--- config.mk ---
export PLATFORM = sky130hd
export DESIGN_NAME = neopixel_rx
export DESIGN_NICKNAME = d
export VERILOG_FILES = /design/src/rtl/neopixel_rx.sv
export SDC_FILE = /design/constraint.sdc
export NUM_CORES = 1
export LEC_CHECK = 0
export CAP_MARGIN = 5
export CORE_UTILIZATION = 40
export CTS_BUF_LIST = sky130_fd_sc_hd__clkbuf_8
export DETAILED_ROUTE_END_ITERATION = 8
export SLEW_MARGIN = 20
export SYNTH_ARGS = -nofsm -noshare
export SYNTH_HDL_FRONTEND = slang
export SYNTH_SLANG_ARGS = --single-unit
--- constraint.sdc ---
create_clock -name CLOCK_50 -period 2.1 [get_ports CLOCK_50]
set_input_delay 0.21 -clock CLOCK_50 [delete_from_list [all_inputs] [get_ports CLOCK_50]]
set_output_delay 0.21 -clock CLOCK_50 [all_outputs]
set_load 0.1 [all_outputs]
--- src/rtl/neopixel_rx.sv ---
// Purpose : WS2812 NeoPixel line decoder; classifies high-pulse widths into bits,
//           packs MSB-first 24-bit pixel words and detects the frame latch gap.
// Latency : 3 CLOCK_50 edges from raw line edge to strobe (2 sync flops + 1 output reg).
// Backpressure: none; the line is free-running, so strobes are single-cycle and must be
//           consumed on the cycle they appear.
// Ports   : CLOCK_50 / reset_n (sync, active-low); neopixel_data raw async line;
//           pixel_data/pixel_valid/pixel_index word output; frame_done, frame_error
//           strobes; busy while a frame is being decoded.
// Option  : define NP_RX_LEN_CHECK_EN to flag frames whose pixel count != EXP_PIXELS.
module neopixel_rx #(
  parameter int T_GLITCH   = 6,
  parameter int T_THRESH   = 27,
  parameter int T_HIGH_MAX = 60,
  parameter int T_LATCH    = 1250,
  parameter int EXP_PIXELS = 16
) (
  input  logic        CLOCK_50,
  input  logic        reset_n,
  input  logic        neopixel_data,
  output logic [23:0] pixel_data,
  output logic        pixel_valid,
  output logic [7:0]  pixel_index,
  output logic        frame_done,
  output logic        frame_error,
  output logic        busy
);

  localparam logic [11:0] GLITCH_C = 12'(T_GLITCH);
  localparam logic [11:0] THRESH_C = 12'(T_THRESH);
  localparam logic [11:0] HMAX_C   = 12'(T_HIGH_MAX);
  localparam logic [11:0] LATCH_C  = 12'(T_LATCH);

  typedef enum logic [1:0] {SYNC, IDLE, HIGH, LOW} state_t;

  state_t      state, state_nxt;
  logic        sync_ff, line_s, line_d;
  logic        rise, fall;
  logic [11:0] run_cnt;
  logic [22:0] shreg;
  logic [4:0]  bit_cnt;
  logic [7:0]  pix_cnt;

  // decoder control, produced by the output process
  logic        latch_hit;
  logic        bit_val;
  logic        shift_en;
  logic        word_done;
  logic        done_set;
  logic        err_set;
  logic        clr_frame;

  // ---------------- line synchronizer and edge detect ----------------
  always_ff @(posedge CLOCK_50) begin
    if (!reset_n) begin
      sync_ff <= 1'b0;
      line_s  <= 1'b0;
      line_d  <= 1'b0;
    end else begin
      sync_ff <= neopixel_data;
      line_s  <= sync_ff;
      line_d  <= line_s;
    end
  end

  assign rise = line_s & ~line_d;
  assign fall = ~line_s & line_d;

  // Run length of the current level. On the cycle an edge is seen, run_cnt
  // still holds the full length of the level that just ended.
  always_ff @(posedge CLOCK_50) begin
    if (!reset_n)
      run_cnt <= '0;
    else if (rise || fall)
      run_cnt <= 12'd1;
    else if (run_cnt != 12'hFFF)
      run_cnt <= run_cnt + 12'd1;
  end

  // line_d low means run_cnt is measuring a low run, even on a rise cycle,
  // so a rise coincident with the latch count still completes the latch.
  assign latch_hit = ~line_d && (run_cnt >= LATCH_C);
  assign bit_val   = (run_cnt >= THRESH_C);

  // ---------------- FSM: state register ----------------
  always_ff @(posedge CLOCK_50) begin
    if (!reset_n)
      state <= SYNC;
    else
      state <= state_nxt;
  end

  // ---------------- FSM: next state ----------------
  always_comb begin
    state_nxt = state;
    case (state)
      SYNC: if (latch_hit) state_nxt = rise ? HIGH : IDLE;
      IDLE: if (rise) state_nxt = HIGH;
      HIGH: begin
        if (run_cnt > HMAX_C)
          state_nxt = SYNC;
        else if (fall)
          state_nxt = (run_cnt < GLITCH_C) ? SYNC : LOW;
      end
      LOW: begin
        if (latch_hit)
          state_nxt = rise ? HIGH : IDLE;
        else if (rise)
          state_nxt = HIGH;
      end
      default: state_nxt = SYNC;
    endcase
  end

  // ---------------- FSM: output decode ----------------
  always_comb begin
    shift_en  = 1'b0;
    done_set  = 1'b0;
    err_set   = 1'b0;
    clr_frame = 1'b0;
    case (state)
      HIGH: begin
        if (run_cnt > HMAX_C) begin
          err_set   = 1'b1;
          clr_frame = 1'b1;
        end else if (fall) begin
          if (run_cnt < GLITCH_C) begin
            err_set   = 1'b1;
            clr_frame = 1'b1;
          end else begin
            shift_en = 1'b1;
          end
        end
      end
      LOW: begin
        if (latch_hit) begin
          done_set  = 1'b1;
          clr_frame = 1'b1;
          if (bit_cnt != 5'd0)
            err_set = 1'b1;
`ifdef NP_RX_LEN_CHECK_EN
          if (pix_cnt != 8'(EXP_PIXELS))
            err_set = 1'b1;
`endif
        end
      end
      default: ;
    endcase
  end

  assign word_done = shift_en && (bit_cnt == 5'd23);

`ifndef NP_RX_LEN_CHECK_EN
  // Pixel count is tracked but not compared against EXP_PIXELS in this build.
  logic unused_len;
  assign unused_len = (pix_cnt == 8'(EXP_PIXELS));
`endif

  // ---------------- datapath and registered outputs ----------------
  always_ff @(posedge CLOCK_50) begin
    if (!reset_n) begin
      shreg       <= '0;
      bit_cnt     <= '0;
      pix_cnt     <= '0;
      pixel_data  <= '0;
      pixel_valid <= 1'b0;
      pixel_index <= '0;
      frame_done  <= 1'b0;
      frame_error <= 1'b0;
    end else begin
      pixel_valid <= 1'b0;
      frame_done  <= done_set;
      frame_error <= err_set;
      if (clr_frame) begin
        bit_cnt <= '0;
        pix_cnt <= '0;
      end else if (shift_en) begin
        shreg <= {shreg[21:0], bit_val};
        if (word_done) begin
          pixel_data  <= {shreg, bit_val};
          pixel_valid <= 1'b1;
          pixel_index <= pix_cnt;
          pix_cnt     <= pix_cnt + 8'd1;
          bit_cnt     <= '0;
        end else begin
          bit_cnt <= bit_cnt + 5'd1;
        end
      end
    end
  end

  assign busy = (state == HIGH) || (state == LOW);

endmodule

# Yosys cells after proc, flatten, opt, wreduce, memory -nomap -nowiden
# Cells that the tools add are included.
# classes
add_sub_neg	3
order_cmp	4
n_eq_ne	7
mux	24
bitwise_logic	7
reduce_logical	15
# ops
op	n
two-way mux 2 bit	7
two-way mux 1 bit	13
adder 12 x 1 -> 12 bit, second input constant	1
>= comparator 12 x 11 -> 1 bit, second input constant	1
>= comparator 12 x 5 -> 1 bit, second input constant	1
greater-than comparator 12 x 6 -> 1 bit, second input constant	1
less-than comparator 12 x 3 -> 1 bit, second input constant	1
!= test 12 bit, second input constant	1
adder 8 x 1 -> 8 bit, second input constant	1
case mux 2 bit (4 select lines)	1
AND reduction 2 bit	4
adder 5 x 1 -> 5 bit, second input constant	1
equality test 5 bit, second input constant	1
two-way mux 5 bit	1
inverter 1 bit	5
nonzero test 5 bit	1
equality test 2 bit, second input constant	2
case mux 1 bit (2 select lines)	2
OR reduction 2 bit	2
!= test 3 bit, second input constant	1
AND reduction 3 bit	1
OR reduction 3 bit	1
AND 1 bit	2
equality test 2 x 1 -> 1 bit, second input constant	1
5 further kinds	7
# word_totals
register_bits	88
word_cells	74

# Longest topological paths before layout
# logic_depth
depth_word	7
ltp_mapped	11

# Least setup slack after synthesis
# No wires, ideal clock.
# synth_timing
path_kind	register -> register
from	reg run_cnt[11]
to	reg pixel_data[10]
t_arrival_ns	1.836
path_slack_ns	0.139
stages_incl_launch_ff	9
synth_period_minus_slack_ns	1.961
cell_sequence	dfxtp_1 > nor4_4 > o211ai_4 > or3_1 > clkbuf_2 > buf_2 > buf_4 > nand2_1 > a21boi_0
# synth_between
elab_chain_len	7
word_cells_on_any_way	16
classes_between	order compare: 3; mux: 9; bitwise: 1; reduce/logical: 3
# synth_lines
element	line_no	source
start, declared	38	logic [11:0] run_cnt;
start signal, assigned	76	run_cnt <= run_cnt + 12'd1;
less-than comparator 12 x 3 -> 1 bit	126	if (run_cnt < GLITCH_C) begin
two-way mux 1 bit	126	
two-way mux 1 bit	125	end else if (fall) begin
two-way mux 1 bit	122	if (run_cnt > HMAX_C) begin
case mux 1 bit (2 select lines) / two-way mux 1 bit (equally long branches)	120	case (state)
inverter 1 bit (no source line) / logical AND 1 bit (equally long branches)	--	
AND reduction 3 bit (no source line) *	--	
end signal, assigned	179	pixel_data <= {shreg, bit_val};
end, declared	20	output logic [23:0] pixel_data,
# Every way passes the cells marked *; elsewhere a longest branch is shown, timed or not.
# A chain may end at the register's enable or synchronous reset.

# Worst setup path in the final report
# layout_timing
from	reg run_cnt[3]
to	reg bit_cnt[1]
# layout_between
elab_chain_len	7
word_cells_on_any_way	16
classes_between	order compare: 3; mux: 10; reduce/logical: 3
# layout_lines
element	line_no	source
less-than comparator 12 x 3 -> 1 bit	126	
two-way mux 1 bit	126	
two-way mux 1 bit	125	
two-way mux 1 bit	122	
two-way mux 1 bit	120	
logical AND 1 bit	150	assign word_done = shift_en && (bit_cnt == 5'd23);
two-way mux 5 bit	178	if (word_done) begin
end signal, assigned	185	bit_cnt <= bit_cnt + 5'd1;
end, declared	40	logic [4:0] bit_cnt;
# Parallel ways exist; a longest one is shown, timed or not.

==> results.json <==
{
  "worst_setup_path_end_kind": "register",
  "layout_common_cells": "nand2_1 (121), dfxtp_1 (88), a21boi_0 (54), buf_4 (54), nor2_1 (22)",
  "layout_commonest_cell": "nand2_1",
  "clock-root-buffer": "clkbuf_8",
  "hold_end": "frame_done",
  "finalWirelength_um": 7422,
  "finalCritPeriodShare_pct": 93.56,
  "crit_buf_inv": 2,
  "final_antenna_net_count": 0,
  "rr_startpoint": "run_cnt[3]",
  "num_vias": 2965,
  "finalClockSkew_ns": 0.005990,
  "die-area_um2": 9542,
  "synth.avg_cell_area_um2": 8.438,
  "r2r_slack_ns": 0.14,
  "grt_usage_pct": 16.65,
  "timing.rr.end": "bit_cnt[1]",
  "synth-async-reset-ratio_pct": 0,
  "status": "finished, violations left",
  "required_ns": 2.38,
  "whs_path_depth": 3,
  "synth-seq-area-share_pct": 48.10,
  "crit_family": "compound AO/OA/AOI/OAI gates",
  "dr.pass1.iters": 6,
  "fmax_mhz": 509.0,
  "rows": 34,
  "cts_sinks": 88,
  "htree_levels": 3,
  "synth_edf_count": 0,
  "drive_above_1_share_pct": 16.60,
  "cts_tree": "yes",
  "worst_slack_ns": 0.1352,
  "setup_violations": 0,
  "ys_ff_latch": 88,
  "crit_fanout": 6,
  "pre_cts_ws_ns": 0.09920,
  "startpoint_type": "register",
  "grt_pass1_wl_um": 12790,
  "tightest_slew_ns": 0.5020,
  "path_class": "register to register",
  "io-pin-count": 39,
  "cpPeakStageDelay_ns": 0.55,
  "rr_worst_depth": 7,
  "via_per_inst": 5.025,
  "hold_violations": 0,
  "p_leak_nw": 1.537,
  "yosys_warnings": 0,
  "slew_viol_final": 0,
  "clk_pin_slew_ns": 0.09,
  "first_global_vias": 2716,
  "ctsHoldBuffers": 0,
  "cts.path.max_buffers": 2,
  "finalSetupTns_ns": 0,
  "synthCells": 434,
  "syn_to_final_growth_pct": 19.06,
  "antenna_found_initial": 0,
  "cpMostUsedCell": "buf_4",
  "ys.flop_type": "dfxtp_1",
  "final_nets": 487,
  "power_density_nw_per_um2": 695.2,
  "io_buffers": 38,
  "wl_per_cell_um": 12.58,
  "gp_congestion": 0.7730,
  "peakVddDrop_v": 0.0002675,
  "dp_hpwl_um": 4933,
  "clkLatencyLatePin_ns": 0.35,
  "path_cells": "or4_1, o21ai_1, buf_4, a21bo_2, a31oi_1, buf_4, a21oi_1",
  "overflow": 0,
  "start_util_pct": 41.59,
  "maxCapViolations": 0,
  "drt_iter0_markers": 115,
  "min_path_type": "input port to register",
  "fp.dieH_um": 97.69,
  "syn_nets": 444,
  "cts_buffers": 9,
  "core_area_um2": 8806,
  "grt_max_degree": 62,
  "period_needed_ns": 1.965,
  "antenna_cells": 0,
  "yosysUniqueCellTypes": 45,
  "die_width_um": 97.69,
  "violations": "DRC",
  "rsz0062_at_grt": "no",
  "drc": 4,
  "synth_area_um2": 3662,
  "slew_headroom_pct": 66.53,
  "holdCritStartpoint": "reset_n",
  "crit_cells": 7,
  "cp_slowest_cell": "or4_1",
  "worstPathArrival_ns": 2.25,
  "fillers": 852
}
-- routing by layer --
layer / wire (um) / GRT usage (%) / share of wire, % / vias to the layer above
met5: 0 / 0 / 0 / -
met4: 108 / 5.594 / 1.5 / 0
met3: 337 / 4.820 / 4.5 / 9
li1: - / - / - / 1533
met1: 3583 / 21.55 / 48 / 1365
met2: 3393 / 26.51 / 46 / 58
-- per-stage QoR --
| stage | utilization [%] | total power, mW | hold WS (ns) | cells | cell area, um^2 |
|---|---|---|---|---|---|
| after floorplan | - | 1.770 | 0.3373 | 434 | 3662 |
| after global placement | 46.82 | 1.790 | 0.4430 | 573 | 4123 |
| after detailed placement | 46.82 | 1.792 | 0.4479 | 573 | 4123 |
| after CTS | 49.30 | 3.076 | 0.1578 | 589 | 4342 |
| after global routing | 49.52 | 3.142 | 0.1785 | 590 | 4360 |
| final | 49.52 | 3.032 | 0.1697 | 590 | 4360 |
-- cells by family after synthesis --
group | after synthesis | synth area share [%]
buffers and inverters | 39 | 4.544
and+or+nand+nor | 196 | 24.02
DFF | 88 | 48.10
muxes | 2 | 0.5467
xor gates and xnor gates | 10 | 2.392
adders and majority gates | 7 | 2.391
AOI/OAI and AO/OA | 92 | 18.01
-- flip-flops by register name (all words and copies together) (netlist names), 2 cells and up --
| signal | cells |
|---|---|
| run_cnt | 12 |
| state | 2 |
| bit_cnt | 5 |
| pix_cnt | 8 |
| pixel_data | 24 |
| pixel_index | 8 |
| shreg | 23 |
-- worst register-to-register path: cells and delay by family (launching register included) --
kind / cells / cell delay (ns)
buffers and inverters: 2 / 0.35
AOI/OAI and AO/OA: 4 / 0.62
and+or+nand+nor: 1 / 0.55
DFF: 1 / 0.38
-- cells in the mapped netlist, types with 2 or more instances --
cell type	n	area, um^2
a21boi_0	54	405.4
nand4_1	2	12.51
o21ai_0	8	40.04
nor2_1	22	82.58
a31oi_1	3	18.77
a211oi_1	3	22.52
inv_1	14	52.55
a21oi_1	12	60.06
a21boi_1	2	15.01
nor4_1	2	12.51
nor2b_1	5	31.28
mux2i_1	2	20.02
buf_2	6	30.03
buf_4	3	22.52
nor3b_1	3	22.52
or4_1	2	15.01
and3_1	4	25.02
nand2_1	121	454.2
or3_1	6	37.54
clkbuf_1	15	56.30
nor3_1	8	40.04
nand3_1	10	50.05
dfxtp_1	88	1762
and2_1	4	25.02
ha_1	7	87.58
xnor2_1	9	78.83
-- worst max path at each step --
stage,from,to,slack [ns]
2_1_floorplan,run_cnt[11],pixel_data[10],0.14
6_report,run_cnt[3],bit_cnt[1],0.14
3_3_place_gp,run_cnt[3],pix_cnt[2],0.16
4_1_cts,run_cnt[3],bit_cnt[1],0.03
5_1_grt,run_cnt[9],pix_cnt[2],0.02
3_5_place_dp,run_cnt[3],pix_cnt[6],0.1
-- final cells by class --
cell class	instances	area [um^2]	area share (%)
Clock buffer	9	123.9	2.841
Clock inverter	7	95.09	2.181
Inverter	14	52.55	1.205
Multi-Input combinational cell	307	1752	40.17
Sequential cell	88	1762	40.40
Tap cell	108	135.1	3.099
Timing Repair Buffer	57	440.4	10.10
-- power by group --
group,internal [mW],leakage [nW],switching [mW]
sequential,1.67,0.709,0.00909
clock,0.672,0.110,0.608
combinational,0.0312,0.718,0.0378
total,2.38,1.54,0.655
-- timing repair --
action	4_1_cts	5_1_grt
setup buffers	0	1
gates resized for setup	0	4
endpoints found under the setup margin	0	14
Power figures use the tool's default switching activity.
